==> src/rtl/muldiv_unit.sv <==
// Iterative HI/LO multiply/divide unit: 32-cycle radix-2 shift-add multiply and
// restoring divide on magnitudes, with a sign-fix cycle that writes HI/LO.
module muldiv_unit (
  input  logic        clk,
  input  logic        rst_n,
  input  logic        start,
  input  logic [1:0]  op,
  input  logic [31:0] a,
  input  logic [31:0] b,
  input  logic        hi_we,
  input  logic        lo_we,
  input  logic [31:0] wdata,
  output logic [31:0] hi,
  output logic [31:0] lo,
  output logic        busy,
  output logic        done
);

  localparam logic [1:0] S_IDLE = 2'd0;
  localparam logic [1:0] S_CALC = 2'd1;
  localparam logic [1:0] S_FIX  = 2'd2;

  logic [1:0]  state_q, state_d;
  logic [5:0]  cnt_q, cnt_d;
  logic        is_div_q, is_div_d;
  logic        res_neg_q, res_neg_d;
  logic        rem_neg_q, rem_neg_d;
  logic        div_zero_q, div_zero_d;
  logic [31:0] opnd_q, opnd_d;
  logic [63:0] work_q, work_d;
  logic [31:0] hi_q, hi_d;
  logic [31:0] lo_q, lo_d;
  logic        done_q, done_d;

  logic        a_neg, b_neg;
  logic [31:0] a_mag, b_mag;
  logic [32:0] mul_sum;
  logic [32:0] div_diff;
  logic [63:0] prod_fix;
  logic [31:0] quot_fix, rem_fix;

  // Signed ops (op[0]==0) work on magnitudes; signs are re-applied in FIX.
  assign a_neg = ~op[0] & a[31];
  assign b_neg = ~op[0] & b[31];
  assign a_mag = a_neg ? (~a + 32'd1) : a;
  assign b_mag = b_neg ? (~b + 32'd1) : b;

  // Multiply: work = {partial product, remaining multiplier bits}.
  assign mul_sum  = {1'b0, work_q[63:32]} + {1'b0, (work_q[0] ? opnd_q : 32'd0)};
  // Divide: work = {remainder, dividend/quotient}; trial subtract on the shifted remainder.
  assign div_diff = work_q[63:31] - {1'b0, opnd_q};

  assign prod_fix = res_neg_q ? (~work_q + 64'd1) : work_q;
  assign quot_fix = res_neg_q ? (~work_q[31:0] + 32'd1) : work_q[31:0];
  assign rem_fix  = rem_neg_q ? (~work_q[63:32] + 32'd1) : work_q[63:32];

  always_comb begin
    state_d    = state_q;
    cnt_d      = cnt_q;
    is_div_d   = is_div_q;
    res_neg_d  = res_neg_q;
    rem_neg_d  = rem_neg_q;
    div_zero_d = div_zero_q;
    opnd_d     = opnd_q;
    work_d     = work_q;
    hi_d       = hi_q;
    lo_d       = lo_q;
    done_d     = 1'b0;
    case (state_q)
      S_IDLE: begin
        if (hi_we) hi_d = wdata;
        if (lo_we) lo_d = wdata;
        if (start) begin
          state_d    = S_CALC;
          cnt_d      = 6'd0;
          is_div_d   = op[1];
          res_neg_d  = a_neg ^ b_neg;
          rem_neg_d  = a_neg;
          div_zero_d = (b == 32'd0);
          opnd_d     = b_mag;
          work_d     = {32'd0, a_mag};
        end
      end
      S_CALC: begin
        if (is_div_q) begin
          if (div_diff[32]) work_d = {work_q[62:0], 1'b0};
          else              work_d = {div_diff[31:0], work_q[30:0], 1'b1};
        end else begin
          work_d = {mul_sum, work_q[31:1]};
        end
        cnt_d = cnt_q + 6'd1;
        if (cnt_q == 6'd31) state_d = S_FIX;
      end
      S_FIX: begin
        if (is_div_q) begin
          // Zero divisor: quotient forced to all ones; remainder already equals a.
          hi_d = rem_fix;
          lo_d = div_zero_q ? 32'hFFFF_FFFF : quot_fix;
        end else begin
          hi_d = prod_fix[63:32];
          lo_d = prod_fix[31:0];
        end
        done_d  = 1'b1;
        state_d = S_IDLE;
      end
      default: state_d = S_IDLE;
    endcase
  end

  always_ff @(posedge clk or negedge rst_n) begin
    if (!rst_n) begin
      state_q    <= S_IDLE;
      cnt_q      <= 6'd0;
      is_div_q   <= 1'b0;
      res_neg_q  <= 1'b0;
      rem_neg_q  <= 1'b0;
      div_zero_q <= 1'b0;
      opnd_q     <= 32'd0;
      work_q     <= 64'd0;
      hi_q       <= 32'd0;
      lo_q       <= 32'd0;
      done_q     <= 1'b0;
    end else begin
      state_q    <= state_d;
      cnt_q      <= cnt_d;
      is_div_q   <= is_div_d;
      res_neg_q  <= res_neg_d;
      rem_neg_q  <= rem_neg_d;
      div_zero_q <= div_zero_d;
      opnd_q     <= opnd_d;
      work_q     <= work_d;
      hi_q       <= hi_d;
      lo_q       <= lo_d;
      done_q     <= done_d;
    end
  end

  assign hi   = hi_q;
  assign lo   = lo_q;
  assign busy = (state_q == S_CALC) || (state_q == S_FIX);
  assign done = done_q;

endmodule

==> config.mk <==
export PLATFORM = sky130hd
export DESIGN_NAME = muldiv_unit
export DESIGN_NICKNAME = d
export VERILOG_FILES = /design/src/rtl/muldiv_unit.sv
export SDC_FILE = /design/constraint.sdc
export NUM_CORES = 1
export LEC_CHECK = 0
export CORE_UTILIZATION = 55
export CTS_CLUSTER_DIAMETER = 40
export DETAILED_ROUTE_END_ITERATION = 12
export PLACE_DENSITY = 0.79
export SYNTH_ARGS = -nofsm -noshare
export SYNTH_HDL_FRONTEND = slang
export SYNTH_SLANG_ARGS = --single-unit
==> constraint.sdc <==
create_clock -name clk -period 4.7 [get_ports clk]
set_input_delay 0.47 -clock clk [delete_from_list [all_inputs] [get_ports clk]]
set_output_delay 0.47 -clock clk [all_outputs]
set_load 0.01 [all_outputs]
==> summary.md <==
| Metric | Value |
|---|---|
| Crit path arrival time | `4.21 ns` |
| DIE WIDTH | `163.3 µm` |
| Commonest cells post-synth | `263 x nand2_1, 246 x o21ai_0, 173 x dfrtp_1` |
| CORE AREA | `25330 µm²` |
| Synth Net Count | `2006` |
| Post-synthesis sequential area ratio | `0.3024` |
| TNS Setup | `0 ns` |
| Post-route ant nets | `0` |
| CTS max path bufs | `2` |
| CTS H-tree depth | `4` |
| Synth Area per Inst | `7.827 µm²` |
| Synth area leader | `dfrtp_1` |
| Remaining DRCs | `0` |
| TritonCTS Sinks | `173` |
| Yosys Warn Count | `0` |
| Crit-path max FO | `19` |
| Ant diodes | `0` |
| Gr ovfl total | `0` |
| Total wire length | `45.77 mm` |
| Largest net degree at the start of global routing | `95` |
| VDD IR-drop max | `407.6 µV` |
| CTS Hold Buffers Added | `0` |
| Drt first-iter violations | `1619` |
| Starting density of the core | `0.5653` |
| Post-synth cell types | `70` |
| Vias in the first global route | `13500` |
| Synthesized area | `14320 µm²` |
| Required @ worst endpoint | `5.02 ns` |
| Global Route Usage Sum | `0.3481` |
| Rel. slew slack | `0.08372` |
| TritonCTS Buffers | `17` |
| Clk Latency, worst-skew pair | `0.44 ns` |
| Register bit total from synthesis | `173` |
| Final Cycle Share | `0.8263` |
| Critical path class | `reg -> reg` |
| Layout area overhead | `17.99%` |
| Max-cap viol count | `0` |
| Fillers | `2182` |
| Status | `finished, final reports clean` |
| Synth area leaders | `dfrtp_1 30%, o21ai_0 8.6%, nand2_1 6.9%` |
| GPL Wtd Cong | `1.045` |
| Most frequent cell after synthesis | `nand2_1` |
| Cells after synthesis | `1829` |
| Root Driver | `clkbuf_16` |
| PwrDens | `735.9 nW/µm²` |
| Post-synth top flop | `dfrtp_1` |
| Post-layout min period | `3.884 ns` |
| Vias per inst | `6.347` |
| Endpoint type of the worst setup path | `flip-flop` |
| Worst-Margin Slew | `1.369 ns` |
| Setup Fix Bufs, Post-CTS | `0` |
| NumNets Final | `2116` |
| Final hold vios | `0` |
| Share of cells above drive strength 1 | `0.04611` |
| Global-route wire length before repair | `72.55 mm` |
| Asr flop ratio synth | `1.000` |
| Die Area | `26680 µm²` |
| FP Rows | `58` |
| Total power | `12.43 mW` |
| CTS tree | `done` |
| Fmax | `0.2575 GHz` |
| Max-slew violation count | `0` |
| Port buffer count | `168` |
| EDFF count, synth | `0` |
| P_leak | `7.194 nW` |
| RSZ-0062 raised after global routing | `false` |
| Vias post-DR | `14480` |
| Post-DP HPWL | `34.75 mm` |
| Die Ht | `163.3 µm` |
| Startpoint Class | `flip-flop` |
| Top cell type's share of synthesized area | `0.3024` |
| HP Class | `in -> async` |
| Initial antenna violation count | `0` |
| DR WL/cell | `20.06 µm` |
| I/O pin count | `169` |
| Skew final | `0.01589 ns` |
| Resized cells post-CTS | `0` |
| Setup Viol. Count Final | `0` |
| Clk slew on worst S/H paths | `0.08 ns` |
| Drt pass-1 iters | `6` |
## power breakdown
part	switching, mW	total (mW)	internal, mW
Combinational	4.68	7.84	3.16
Sequential	0.899	3.07	2.17
Clock	0.738	1.52	0.780
Total	6.32	12.4	6.11
## critical path, stage by stage (launching register included)
cell and delay, ns:
dfrtp_1 0.47, inv_1 0.39, buf_4 0.34, nor2_1 0.09, ha_1 0.36, a21o_1 0.20, a21oi_1 0.17, o41ai_1 0.10
buf_4 0.16, a21oi_1 0.38, nor3_1 0.13, or3_1 0.38, a32o_1 0.25, or3_1 0.35
## placed cells by master (no fill, tap or decap), drive strengths merged, types with 9 or more instances in the layout
master         Yosys  routed
ha                72      72
nand2b            17      17
clkinv             0       9
nor3              27      27
nor2b              9       9
buf               14      22
o21ai            262     262
o22ai             32      32
dfrtp            173     173
o41ai             16      16
o31ai             23      23
nor2             126     126
nor4              27      27
inv               67      72
a21o              21      21
o21a              11      11
xnor2            106     106
or2               15      15
a211oi            16      16
and3               9       9
a21oi            121     121
mux2i             59      59
or3               17      17
a31oi             16      16
clkbuf            84      17
or4               11      11
nand4             14      14
o211ai            11      11
clkdlybuf4s50      0     167
nand2            263     263
xor2              70      70
nand3             24      24
a22oi             20      20
## per-layer routing
metal  wire length [µm]  up-vias  global-route usage
met5                  0        -                   0
met4               1301        0              0.1100
met3               3738      104             0.04444
met2              20340      714              0.5358
met1              20390     6871              0.5043
li1                   -     6794                   -
## logic make-up (layout without fill, tap and decap cells)
| logic type | count (synthesis) | count (layout) | synth area share |
|---|---|---|---|
| buffers and inverters | 165 | 288 | 0.04352 |
| multiplexers | 60 | 60 | 0.04204 |
| flip-flops | 173 | 173 | 0.3024 |
| AO/OA/AOI/OAI | 601 | 601 | 0.2508 |
| adder cells (fa/ha/maj) | 74 | 74 | 0.06572 |
| XOR/XNOR | 176 | 176 | 0.1082 |
| AND/OR/NAND/NOR | 580 | 580 | 0.1873 |
## path summary, 6_finish.rpt
path / start / endpoint / slack, ns / cells past startpoint
max in group asynchronous: rst_n / work_q[6] / 3.37 / 2
setup / recovery: work_q[0] / work_q[62] / 0.82 / 13
setup reg to reg: work_q[0] / work_q[62] / 0.82 / 13
hold / removal: rst_n / work_q[13] / 0.07 / 1
hold reg to reg: opnd_q[17] / opnd_q[17] / 0.48 / 2
min in group clk: opnd_q[17] / opnd_q[17] / 0.48 / 2
## stage by stage
step,cells,cell area (µm²),setup slack (ns),utilization,hold slack [ns]
after floorplan,1829,14320,1.339,-,0.1744
final,2282,16890,0.8162,0.6669,0.07490
after global routing,2282,16890,0.5693,0.6669,0.1554
after CTS,2282,16890,0.8967,0.6669,0.1339
after detailed placement,2250,16250,0.9076,0.6417,0.4696
after global placement,2250,16250,1.026,0.6417,0.4621
## final cells by class
class	count	area [µm²]	share of cell area
Clock buffer	17	425.4	0.02519
Clock inverter	15	212.7	0.01259
Inverter	67	251.5	0.01489
Multi-Input combinational cell	1491	9405	0.5568
Sequential cell	173	4330	0.2564
Tap cell	330	412.9	0.02444
Timing Repair Buffer	189	1853	0.1097
## sequential cells by signal, indices dropped and copies added (netlist names)
| register | cells |
|---|---|
| lo | 32 |
| div_zero_q | 1 |
| work_q | 64 |
| cnt_q | 6 |
| done | 1 |
| res_neg_q | 1 |
| rem_neg_q | 1 |
| is_div_q | 1 |
| opnd_q | 32 |
| state_q | 2 |
| hi | 32 |
No activity file was read; power rests on OpenSTA's default activity.
